--- src/rtl/uart_rx_cfg_if.sv ---
// Receiver-side bundle: serial line, per-frame configuration and the decoded word/flags.
interface uart_rx_cfg_if #(
    parameter int unsigned WIDTH = 8,
    parameter int unsigned DIV_W = 16
);
    logic             i_rx;
    logic [DIV_W-1:0] i_divisor;
    logic [1:0]       i_parity_mode;
    logic             i_two_stop;
    logic [WIDTH-1:0] o_data;
    logic             o_data_valid;
    logic             o_parity_err;
    logic             o_frame_err;
    logic             o_break;
    logic             o_busy;

    modport master (
        output i_rx, i_divisor, i_parity_mode, i_two_stop,
        input  o_data, o_data_valid, o_parity_err, o_frame_err, o_break, o_busy
    );

    modport slave (
        input  i_rx, i_divisor, i_parity_mode, i_two_stop,
        output o_data, o_data_valid, o_parity_err, o_frame_err, o_break, o_busy
    );
endinterface

--- src/rtl/uart_rx_cfg.sv ---
// Runtime-configurable UART receiver with 3-sample voting, false-start rejection,
// parity/framing checks and break detection.
module uart_rx_cfg #(
    parameter int unsigned WIDTH       = 8,
    parameter int unsigned DIV_W       = 16,
    parameter int unsigned SYNC_STAGES = 2
) (
    input  logic          clk,
    input  logic          i_reset_n,
    uart_rx_cfg_if.slave  bus
);
    localparam int unsigned BIT_W   = $clog2(WIDTH + 1);
    localparam int unsigned FLUSH_W = $clog2(SYNC_STAGES + 1);
    localparam logic [DIV_W-1:0] DIV_MIN = DIV_W'(4);

    typedef enum logic [2:0] {
        S_IDLE, S_START, S_DATA, S_PARITY, S_STOP, S_BREAK_WAIT
    } state_t;

    state_t state_q, state_d;

    logic [SYNC_STAGES-1:0] sync_q;
    logic                   rx_s, rx_prev_q;
    logic [FLUSH_W-1:0]     flush_q;
    logic                   armed_q;

    logic [DIV_W-1:0] cnt_q, cnt_d, div_q, div_d, half, mid;
    logic [1:0]       pmode_q, pmode_d;
    logic             two_q, two_d;
    logic             s0_q, s0_d, s1_q, s1_d;
    logic [WIDTH-1:0] sh_q, sh_d;
    logic [BIT_W-1:0] bit_q, bit_d;
    logic             stop_q, stop_d;
    logic             par_q, par_d;
    logic             stop1_q, stop1_d;
    logic             ferr_q, ferr_d;
    logic [WIDTH-1:0] data_q, data_d;
    logic             valid_q, valid_d, perr_q, perr_d, ferr_out_q, ferr_out_d;
    logic             brk_q, brk_d, busy_q, busy_d;
    logic             vote, par_en, first_stop, brk_now, ferr_now;

    assign rx_s       = sync_q[SYNC_STAGES-1];
    assign half       = div_q >> 1;
    assign mid        = half + DIV_W'(1);
    assign vote       = (s0_q & s1_q) | (s0_q & rx_s) | (s1_q & rx_s);
    assign par_en     = (pmode_q == 2'b01) || (pmode_q == 2'b10);
    assign first_stop = stop_q ? stop1_q : vote;

    // Synchronizer; a start is only armed once the flushed line has been seen high.
    always_ff @(posedge clk or negedge i_reset_n) begin
        if (!i_reset_n) begin
            sync_q    <= '1;
            rx_prev_q <= 1'b1;
            flush_q   <= '0;
            armed_q   <= 1'b0;
        end else begin
            sync_q    <= {sync_q[SYNC_STAGES-2:0], bus.i_rx};
            rx_prev_q <= rx_s;
            if (flush_q != FLUSH_W'(SYNC_STAGES)) flush_q <= flush_q + FLUSH_W'(1);
            else if (rx_s)                         armed_q <= 1'b1;
        end
    end

    always_ff @(posedge clk or negedge i_reset_n) begin
        if (!i_reset_n) state_q <= S_IDLE;
        else            state_q <= state_d;
    end

    // Next-state, bit timer, sampling and output decisions.
    always_comb begin
        state_d    = state_q;
        cnt_d      = cnt_q;
        div_d      = div_q;
        pmode_d    = pmode_q;
        two_d      = two_q;
        s0_d       = s0_q;
        s1_d       = s1_q;
        sh_d       = sh_q;
        bit_d      = bit_q;
        stop_d     = stop_q;
        par_d      = par_q;
        stop1_d    = stop1_q;
        ferr_d     = ferr_q;
        data_d     = data_q;
        valid_d    = 1'b0;
        perr_d     = perr_q;
        ferr_out_d = ferr_out_q;
        brk_d      = 1'b0;
        brk_now    = 1'b0;
        ferr_now   = ferr_q;

        if (state_q != S_IDLE) begin
            cnt_d = (cnt_q == div_q - DIV_W'(1)) ? '0 : cnt_q + DIV_W'(1);
            if (cnt_q == half - DIV_W'(1)) s0_d = rx_s;
            if (cnt_q == half)             s1_d = rx_s;
        end

        case (state_q)
            S_IDLE: begin
                cnt_d = '0;
                if (armed_q && rx_prev_q && !rx_s) begin
                    div_d   = (bus.i_divisor < DIV_MIN) ? DIV_MIN : bus.i_divisor;
                    pmode_d = bus.i_parity_mode;
                    two_d   = bus.i_two_stop;
                    bit_d   = '0;
                    stop_d  = 1'b0;
                    par_d   = 1'b0;
                    ferr_d  = 1'b0;
                    state_d = S_START;
                end
            end
            S_START: begin
                if (cnt_q == mid) state_d = vote ? S_IDLE : S_DATA;
            end
            S_DATA: begin
                if (cnt_q == mid) begin
                    sh_d  = {vote, sh_q[WIDTH-1:1]};
                    bit_d = bit_q + BIT_W'(1);
                    if (bit_q == BIT_W'(WIDTH - 1)) state_d = par_en ? S_PARITY : S_STOP;
                end
            end
            S_PARITY: begin
                if (cnt_q == mid) begin
                    par_d   = vote;
                    state_d = S_STOP;
                end
            end
            S_STOP: begin
                if (cnt_q == mid) begin
                    ferr_now = ferr_q | ~vote;
                    if (!stop_q) stop1_d = vote;
                    if (!two_q || stop_q) begin
                        brk_now = (sh_q == '0) && (!par_en || !par_q) && !first_stop;
                        if (brk_now) begin
                            brk_d   = 1'b1;
                            state_d = S_BREAK_WAIT;
                        end else begin
                            valid_d    = 1'b1;
                            data_d     = sh_q;
                            perr_d     = par_en & (^sh_q ^ par_q ^ (pmode_q == 2'b10));
                            ferr_out_d = ferr_now;
                            state_d    = S_IDLE;
                        end
                    end else begin
                        stop_d = 1'b1;
                        ferr_d = ferr_now;
                    end
                end
            end
            S_BREAK_WAIT: begin
                if (rx_s) state_d = S_IDLE;
            end
            default: state_d = S_IDLE;
        endcase

        busy_d = (state_d != S_IDLE);
    end

    always_ff @(posedge clk or negedge i_reset_n) begin
        if (!i_reset_n) begin
            cnt_q      <= '0;
            div_q      <= DIV_MIN;
            pmode_q    <= 2'b00;
            two_q      <= 1'b0;
            s0_q       <= 1'b1;
            s1_q       <= 1'b1;
            sh_q       <= '0;
            bit_q      <= '0;
            stop_q     <= 1'b0;
            par_q      <= 1'b0;
            stop1_q    <= 1'b1;
            ferr_q     <= 1'b0;
            data_q     <= '0;
            valid_q    <= 1'b0;
            perr_q     <= 1'b0;
            ferr_out_q <= 1'b0;
            brk_q      <= 1'b0;
            busy_q     <= 1'b0;
        end else begin
            cnt_q      <= cnt_d;
            div_q      <= div_d;
            pmode_q    <= pmode_d;
            two_q      <= two_d;
            s0_q       <= s0_d;
            s1_q       <= s1_d;
            sh_q       <= sh_d;
            bit_q      <= bit_d;
            stop_q     <= stop_d;
            par_q      <= par_d;
            stop1_q    <= stop1_d;
            ferr_q     <= ferr_d;
            data_q     <= data_d;
            valid_q    <= valid_d;
            perr_q     <= perr_d;
            ferr_out_q <= ferr_out_d;
            brk_q      <= brk_d;
            busy_q     <= busy_d;
        end
    end

    assign bus.o_data       = data_q;
    assign bus.o_data_valid = valid_q;
    assign bus.o_parity_err = perr_q;
    assign bus.o_frame_err  = ferr_out_q;
    assign bus.o_break      = brk_q;
    assign bus.o_busy       = busy_q;
endmodule

--- src/flat_wrapper.sv ---
// flat-port wrapper written by rule: the top's interface ports become plain ports
module uart_rx_cfg_flat 
#(
    parameter int unsigned WIDTH       = 8,
    parameter int unsigned DIV_W       = 16,
    parameter int unsigned SYNC_STAGES = 2
)
  (clk, i_reset_n, bus_i_rx, bus_i_divisor, bus_i_parity_mode, bus_i_two_stop, bus_o_data, bus_o_data_valid, bus_o_parity_err, bus_o_frame_err, bus_o_break, bus_o_busy);
  uart_rx_cfg_if #(.WIDTH(WIDTH), .DIV_W(DIV_W)) bus_i ();
  input  logic clk;
  input  logic i_reset_n;
  input wire logic [$bits(bus_i.i_rx)-1:0] bus_i_rx;
  input wire logic [$bits(bus_i.i_divisor)-1:0] bus_i_divisor;
  input wire logic [$bits(bus_i.i_parity_mode)-1:0] bus_i_parity_mode;
  input wire logic [$bits(bus_i.i_two_stop)-1:0] bus_i_two_stop;
  output wire logic [$bits(bus_i.o_data)-1:0] bus_o_data;
  output wire logic [$bits(bus_i.o_data_valid)-1:0] bus_o_data_valid;
  output wire logic [$bits(bus_i.o_parity_err)-1:0] bus_o_parity_err;
  output wire logic [$bits(bus_i.o_frame_err)-1:0] bus_o_frame_err;
  output wire logic [$bits(bus_i.o_break)-1:0] bus_o_break;
  output wire logic [$bits(bus_i.o_busy)-1:0] bus_o_busy;
  assign bus_i.i_rx = bus_i_rx;
  assign bus_i.i_divisor = bus_i_divisor;
  assign bus_i.i_parity_mode = bus_i_parity_mode;
  assign bus_i.i_two_stop = bus_i_two_stop;
  assign bus_o_data = bus_i.o_data;
  assign bus_o_data_valid = bus_i.o_data_valid;
  assign bus_o_parity_err = bus_i.o_parity_err;
  assign bus_o_frame_err = bus_i.o_frame_err;
  assign bus_o_break = bus_i.o_break;
  assign bus_o_busy = bus_i.o_busy;
  uart_rx_cfg #(.WIDTH(WIDTH), .DIV_W(DIV_W), .SYNC_STAGES(SYNC_STAGES)) u_core (.clk(clk), .i_reset_n(i_reset_n), .bus(bus_i));
endmodule
--- config.mk ---
export PLATFORM = sky130hd
export DESIGN_NAME = uart_rx_cfg_flat
export DESIGN_NICKNAME = d
export VERILOG_FILES = /design/src/rtl/uart_rx_cfg_if.sv /design/src/rtl/uart_rx_cfg.sv /design/src/flat_wrapper.sv
export SDC_FILE = /design/constraint.sdc
export NUM_CORES = 1
export LEC_CHECK = 0
export CAP_MARGIN = 0
export CELL_PAD_IN_SITES_DETAIL_PLACEMENT = 0
export CELL_PAD_IN_SITES_GLOBAL_PLACEMENT = 1
export CORE_MARGIN = 10
export CORE_UTILIZATION = 30
export DETAILED_ROUTE_END_ITERATION = 10
export PLACE_DENSITY = 0.66
export SLEW_MARGIN = 10
export SYNTH_ARGS = -nofsm -noshare
export SYNTH_HDL_FRONTEND = slang
export SYNTH_SLANG_ARGS = --single-unit
--- constraint.sdc ---
create_clock -name clk -period 6.9 [get_ports clk]
set_input_delay 1.38 -clock clk [delete_from_list [all_inputs] [get_ports clk]]
set_output_delay 1.38 -clock clk [all_outputs]
set_load 0.02 [all_outputs]
==> impl_metrics.prom <==
# TYPE chip_impl_metric gauge
chip_impl_info{name="outcome",value="completed"} 1
chip_impl_metric{name="postSynthNetCount",unit=""} 597
chip_impl_metric{name="floorplan.die_area",unit="sq um"} 22100
chip_impl_metric{name="floorplan.die.height",unit="um"} 149
chip_impl_metric{name="worst_r2r_path_depth",unit=""} 10
chip_impl_metric{name="power.density_cell_area",unit="nW/um^2"} 353
chip_impl_metric{name="power_frac_comb",unit="%"} 38.4
chip_impl_metric{name="transition_time_at_the_pin_with_the_least_slew_margin",unit="ns"} 0.954
chip_impl_metric{name="detail_route.iter0.violations",unit=""} 232
chip_impl_metric{name="grt_antenna_before_repair",unit=""} 0
chip_impl_metric{name="syn_inst",unit=""} 564
chip_impl_metric{name="synth_cell_types",unit=""} 68
chip_impl_info{name="worstPathCellList",value="inv_2 > ha_1 > nor3b_2 > and2_1 > xnor2_1 > or3_1 > nor4_1 > nand4_1 > o41ai_4 > nor3_1"} 1
chip_impl_metric{name="synth_largest_type_area_fraction",unit="%"} 34.2
chip_impl_metric{name="drt-pass1-iter-count",unit=""} 4
chip_impl_metric{name="yosys-mux-area-fraction",unit="%"} 3.77
chip_impl_info{name="post-synth-top-count-cell",value="nand2_1"} 1
chip_impl_metric{name="drc_markers",unit=""} 0
chip_impl_info{name="synth_top_cell_by_area",value="dfrtp_1"} 1
chip_impl_metric{name="chipWidth",unit="um"} 149
chip_impl_metric{name="fin_setup_tns",unit="ns"} 0
chip_impl_metric{name="drt-vias-per-instance",unit=""} 5.03
chip_impl_info{name="cts_tree",value="yes"} 1
chip_impl_info{name="synth_top_flop_cell",value="dfrtp_1"} 1
chip_impl_metric{name="cp_slowest_stage_delay",unit="ns"} 0.74
chip_impl_metric{name="port_buffers",unit=""} 34
chip_impl_info{name="synth_top_family_by_area",value="simple AND/OR/NAND/NOR gates"} 1
chip_impl_info{name="grt_setup_unrepaired",value="false"} 1
chip_impl_info{name="crit-reg2reg-launch",value="u_core.div_q[2]"} 1
chip_impl_metric{name="place.detailed.instances",unit=""} 785
chip_impl_info{name="crit_path_start",value="u_core.div_q[2]"} 1
chip_impl_metric{name="arrival",unit="ns"} 3.68
chip_impl_metric{name="starting_utilization_of_the_core_area",unit="%"} 30.3
chip_impl_info{name="post_synth_main_area_contributors",value="dfrtp_1, xnor2_1, nand2_1"} 1
chip_impl_metric{name="critPathRequiredTime",unit="ns"} 7.08
chip_impl_metric{name="core",unit="sq um"} 16400
chip_impl_metric{name="leakagePower",unit="nW"} 2.38
chip_impl_metric{name="placementRows",unit=""} 47
chip_impl_metric{name="skew",unit="ns"} 0.00555
chip_impl_metric{name="clock_tree.buffer_depth",unit=""} 2
chip_impl_metric{name="timing.reg2reg.setup_slack",unit="ns"} 3.40
chip_impl_metric{name="first_global_vias",unit=""} 3994
chip_impl_info{name="endpoint_kind",value="flop"} 1
chip_impl_metric{name="routabilityCongestion",unit=""} 0.861
chip_impl_metric{name="fin_worst_hold_slack",unit="ns"} 0.357
chip_impl_metric{name="grt_first_pass_wirelength",unit="mm"} 21.5
chip_impl_metric{name="intPower",unit="mW"} 1.17
chip_impl_metric{name="cts-hold-fix-buffers",unit=""} 0
chip_impl_metric{name="fmax",unit="GHz"} 0.286
chip_impl_metric{name="largest_net_degree_at_the_start_of_global_routing",unit=""} 76
chip_impl_metric{name="pwr-share-seq",unit="%"} 37.0
chip_impl_metric{name="synth_adder_area_share",unit="%"} 2.97
chip_impl_metric{name="total_power",unit="mW"} 2.03
chip_impl_info{name="critical_path.startpoint_type",value="flop"} 1
chip_impl_metric{name="netSwitchingPower",unit="mW"} 0.858
chip_impl_metric{name="worst_slew_margin_rel",unit="%"} 36.4
chip_impl_metric{name="synth_warnings",unit=""} 0
chip_impl_info{name="cts_root_buffer",value="clkbuf_16"} 1
chip_impl_metric{name="max-vdd-ir-drop",unit="mV"} 0.196
chip_impl_metric{name="antenna_cells",unit=""} 0
chip_impl_metric{name="drv.max_cap_violation_count",unit=""} 0
chip_impl_metric{name="layout.cells.non_filler",unit=""} 801
chip_impl_metric{name="post_cts_resized",unit=""} 0
chip_impl_metric{name="syn_avg_cell_area",unit="sq um"} 8.82
chip_impl_info{name="synth_common_cells",value="nand2_1, dfrtp_1, xnor2_1, nor2_1, xor2_1"} 1
chip_impl_metric{name="async_flop_share",unit="%"} 100
chip_impl_metric{name="crit_path_max_fanout",unit=""} 16
chip_impl_metric{name="cts_inserted_buffers",unit=""} 9
chip_impl_metric{name="final_min_period_over_clock_period",unit="%"} 50.7
chip_impl_metric{name="setup-violations-final",unit=""} 0
chip_impl_metric{name="synth_enable_flop_cells",unit=""} 0
chip_impl_info{name="rr_endpoint",value="u_core.cnt_q[5]"} 1
chip_impl_metric{name="synth_xor_area_share",unit="%"} 13.0
chip_impl_info{name="min-delay-path-class",value="reg -> reg"} 1
chip_impl_metric{name="power_switching_share",unit="%"} 42.3
chip_impl_info{name="critical_path_start_end_classification",value="reg -> reg"} 1
chip_impl_metric{name="flop_and_latch_count_out_of_synthesis",unit=""} 75
chip_impl_metric{name="final_max_tran_viols",unit=""} 0
chip_impl_metric{name="nets",unit=""} 609
chip_impl_metric{name="drt-wirelength-per-cell",unit="um"} 16.5
chip_impl_metric{name="num_io_pins",unit=""} 35
chip_impl_metric{name="endpoints_failing_hold",unit=""} 0
chip_impl_metric{name="cts.htree.levels",unit=""} 3
chip_impl_metric{name="synth_simple_gate_area_share",unit="%"} 27.8
chip_impl_metric{name="postCtsSetupRepairBufs",unit=""} 0
chip_impl_metric{name="clock_insertion_delay_worst_skew",unit="ns"} 0.34
chip_impl_metric{name="grt_util_all_layers",unit="%"} 12.3
chip_impl_metric{name="timing.hold.worst_path_depth",unit=""} 0
chip_impl_metric{name="power.share.clock",unit="%"} 24.5
chip_impl_metric{name="detailed_place_hpwl",unit="mm"} 10.0
chip_impl_metric{name="share_of_cells_above_drive_strength_1",unit="%"} 8.26
chip_impl_info{name="crit_path_end",value="u_core.cnt_q[5]"} 1
chip_impl_metric{name="globalRouteOverflowTotal",unit=""} 0
chip_impl_metric{name="synth_compound_area_share",unit="%"} 9.56
chip_impl_metric{name="cts_num_sinks",unit=""} 75
chip_impl_metric{name="synth.cell_area",unit="sq um"} 4970
chip_impl_metric{name="period_needed",unit="ns"} 3.50
chip_impl_metric{name="areaGrowthSynthToFinish",unit="%"} 15.5
chip_impl_metric{name="route.vias.total",unit=""} 4027
chip_impl_metric{name="cts.clk_slew.worst_paths",unit="ns"} 0.06
chip_impl_metric{name="routed_wl",unit="mm"} 13.2
chip_impl_metric{name="postRouteAntennaNets",unit=""} 0
chip_impl_metric{name="synth.yosys.seq_area_share",unit="%"} 37.9
chip_impl_metric{name="fillerInstances",unit=""} 1669
chip_impl_info{name="critical_path.slowest_cell",value="o41ai_4"} 1
-- critical path: cells and delay by family, from the launching register on --
kind | cells | cell delay [ns]
compound gates | 1 | 0.74
xor+xnor | 1 | 0.11
fa+ha+maj | 1 | 0.31
buf+inv | 1 | 0.11
flops | 1 | 0.65
simple gates | 6 | 1.41
-- per-layer routing --
metal / vias to the layer above / GRT usage [%] / wire length, um
met1: 1939 / 16.3 / 6070
li1: 1992 / - / -
met2: 82 / 19.7 / 6420
met5: - / 0 / 0
met4: 0 / 5.20 / 228
met3: 14 / 1.61 / 499
-- sequential cells by signal, indices dropped and copies added, names as in the netlist, 2 cells and up --
name	cells
u_core.state_q	3
u_core.bit_q	4
u_core.pmode_q	2
u_core.sync_q	2
u_core.cnt_q	16
u_core.sh_q	8
u_core.div_q	16
u_core.flush_q	2
u_core.bus.o_data	8
-- power groups by stage --
stage / Sequential, mW / Combinational, mW / Clock [mW]
6_report: 0.750 / 0.779 / 0.498
2_1_floorplan: 0.579 / 0.738 / 0
3_5_place_dp: 0.756 / 0.781 / 0
4_1_cts: 0.747 / 0.784 / 0.515
3_3_place_gp: 0.751 / 0.780 / 0
5_1_grt: 0.771 / 0.864 / 0.538
-- kinds of logic (layout without fill, tap and decap cells) --
group,count (synthesis),count (layout)
buffers and inverters,54,71
multiplexers,17,17
AO/OA/AOI/OAI,70,70
AND/OR/NAND/NOR,262,262
flip-flops,75,75
adder cells (fa/ha/maj),12,12
XOR/XNOR,74,74
-- stage by stage --
| step | utilization (%) | setup WS [ns] | instance area [sq um] |
|---|---|---|---|
| 2_1_floorplan | - | 4.00 | 4970 |
| 3_3_place_gp | 33.1 | 3.53 | 5430 |
| 3_5_place_dp | 33.1 | 3.41 | 5430 |
| 4_1_cts | 35.0 | 3.39 | 5740 |
| 5_1_grt | 35.0 | 3.10 | 5740 |
| 6_report | 35.0 | 3.40 | 5740 |
-- cells in the final DEF (no fill, tap or decap), types with 8 or more instances in the layout --
cell,count
inv_1,19
clkbuf_16,9
ha_1,11
o21ai_0,24
a21oi_1,9
nor2_1,45
nor3_1,16
nand4_1,16
and3_1,8
nand2_1,91
mux2_2,10
clkdlybuf4s50_1,33
xnor2_1,48
nand3_1,20
xor2_1,26
dfrtp_1,68
-- area by class of cell --
class / count / area (sq um) / share of cell area (%)
clock inverter: 6 / 87.6 / 1.52
timing repair buffer: 35 / 345 / 6.01
tap: 220 / 275 / 4.79
sequential: 75 / 1890 / 32.8
inverter: 20 / 75.1 / 1.31
clock buffer: 10 / 229 / 3.99
multi-input combinational: 435 / 2850 / 49.6
-- worst min path at each step --
stage | start | slack [ns] | to
global route | u_core.sync_q[0] | 0.36 | u_core.sync_q[1]
global placement | u_core.sync_q[0] | 0.35 | u_core.sync_q[1]
detailed placement | u_core.sync_q[0] | 0.35 | u_core.sync_q[1]
finish | u_core.sync_q[0] | 0.36 | u_core.sync_q[1]
CTS | u_core.sync_q[0] | 0.36 | u_core.sync_q[1]
floorplan | u_core.sync_q[0] | 0.35 | u_core.sync_q[1]
(Power assumes the default switching activity.)
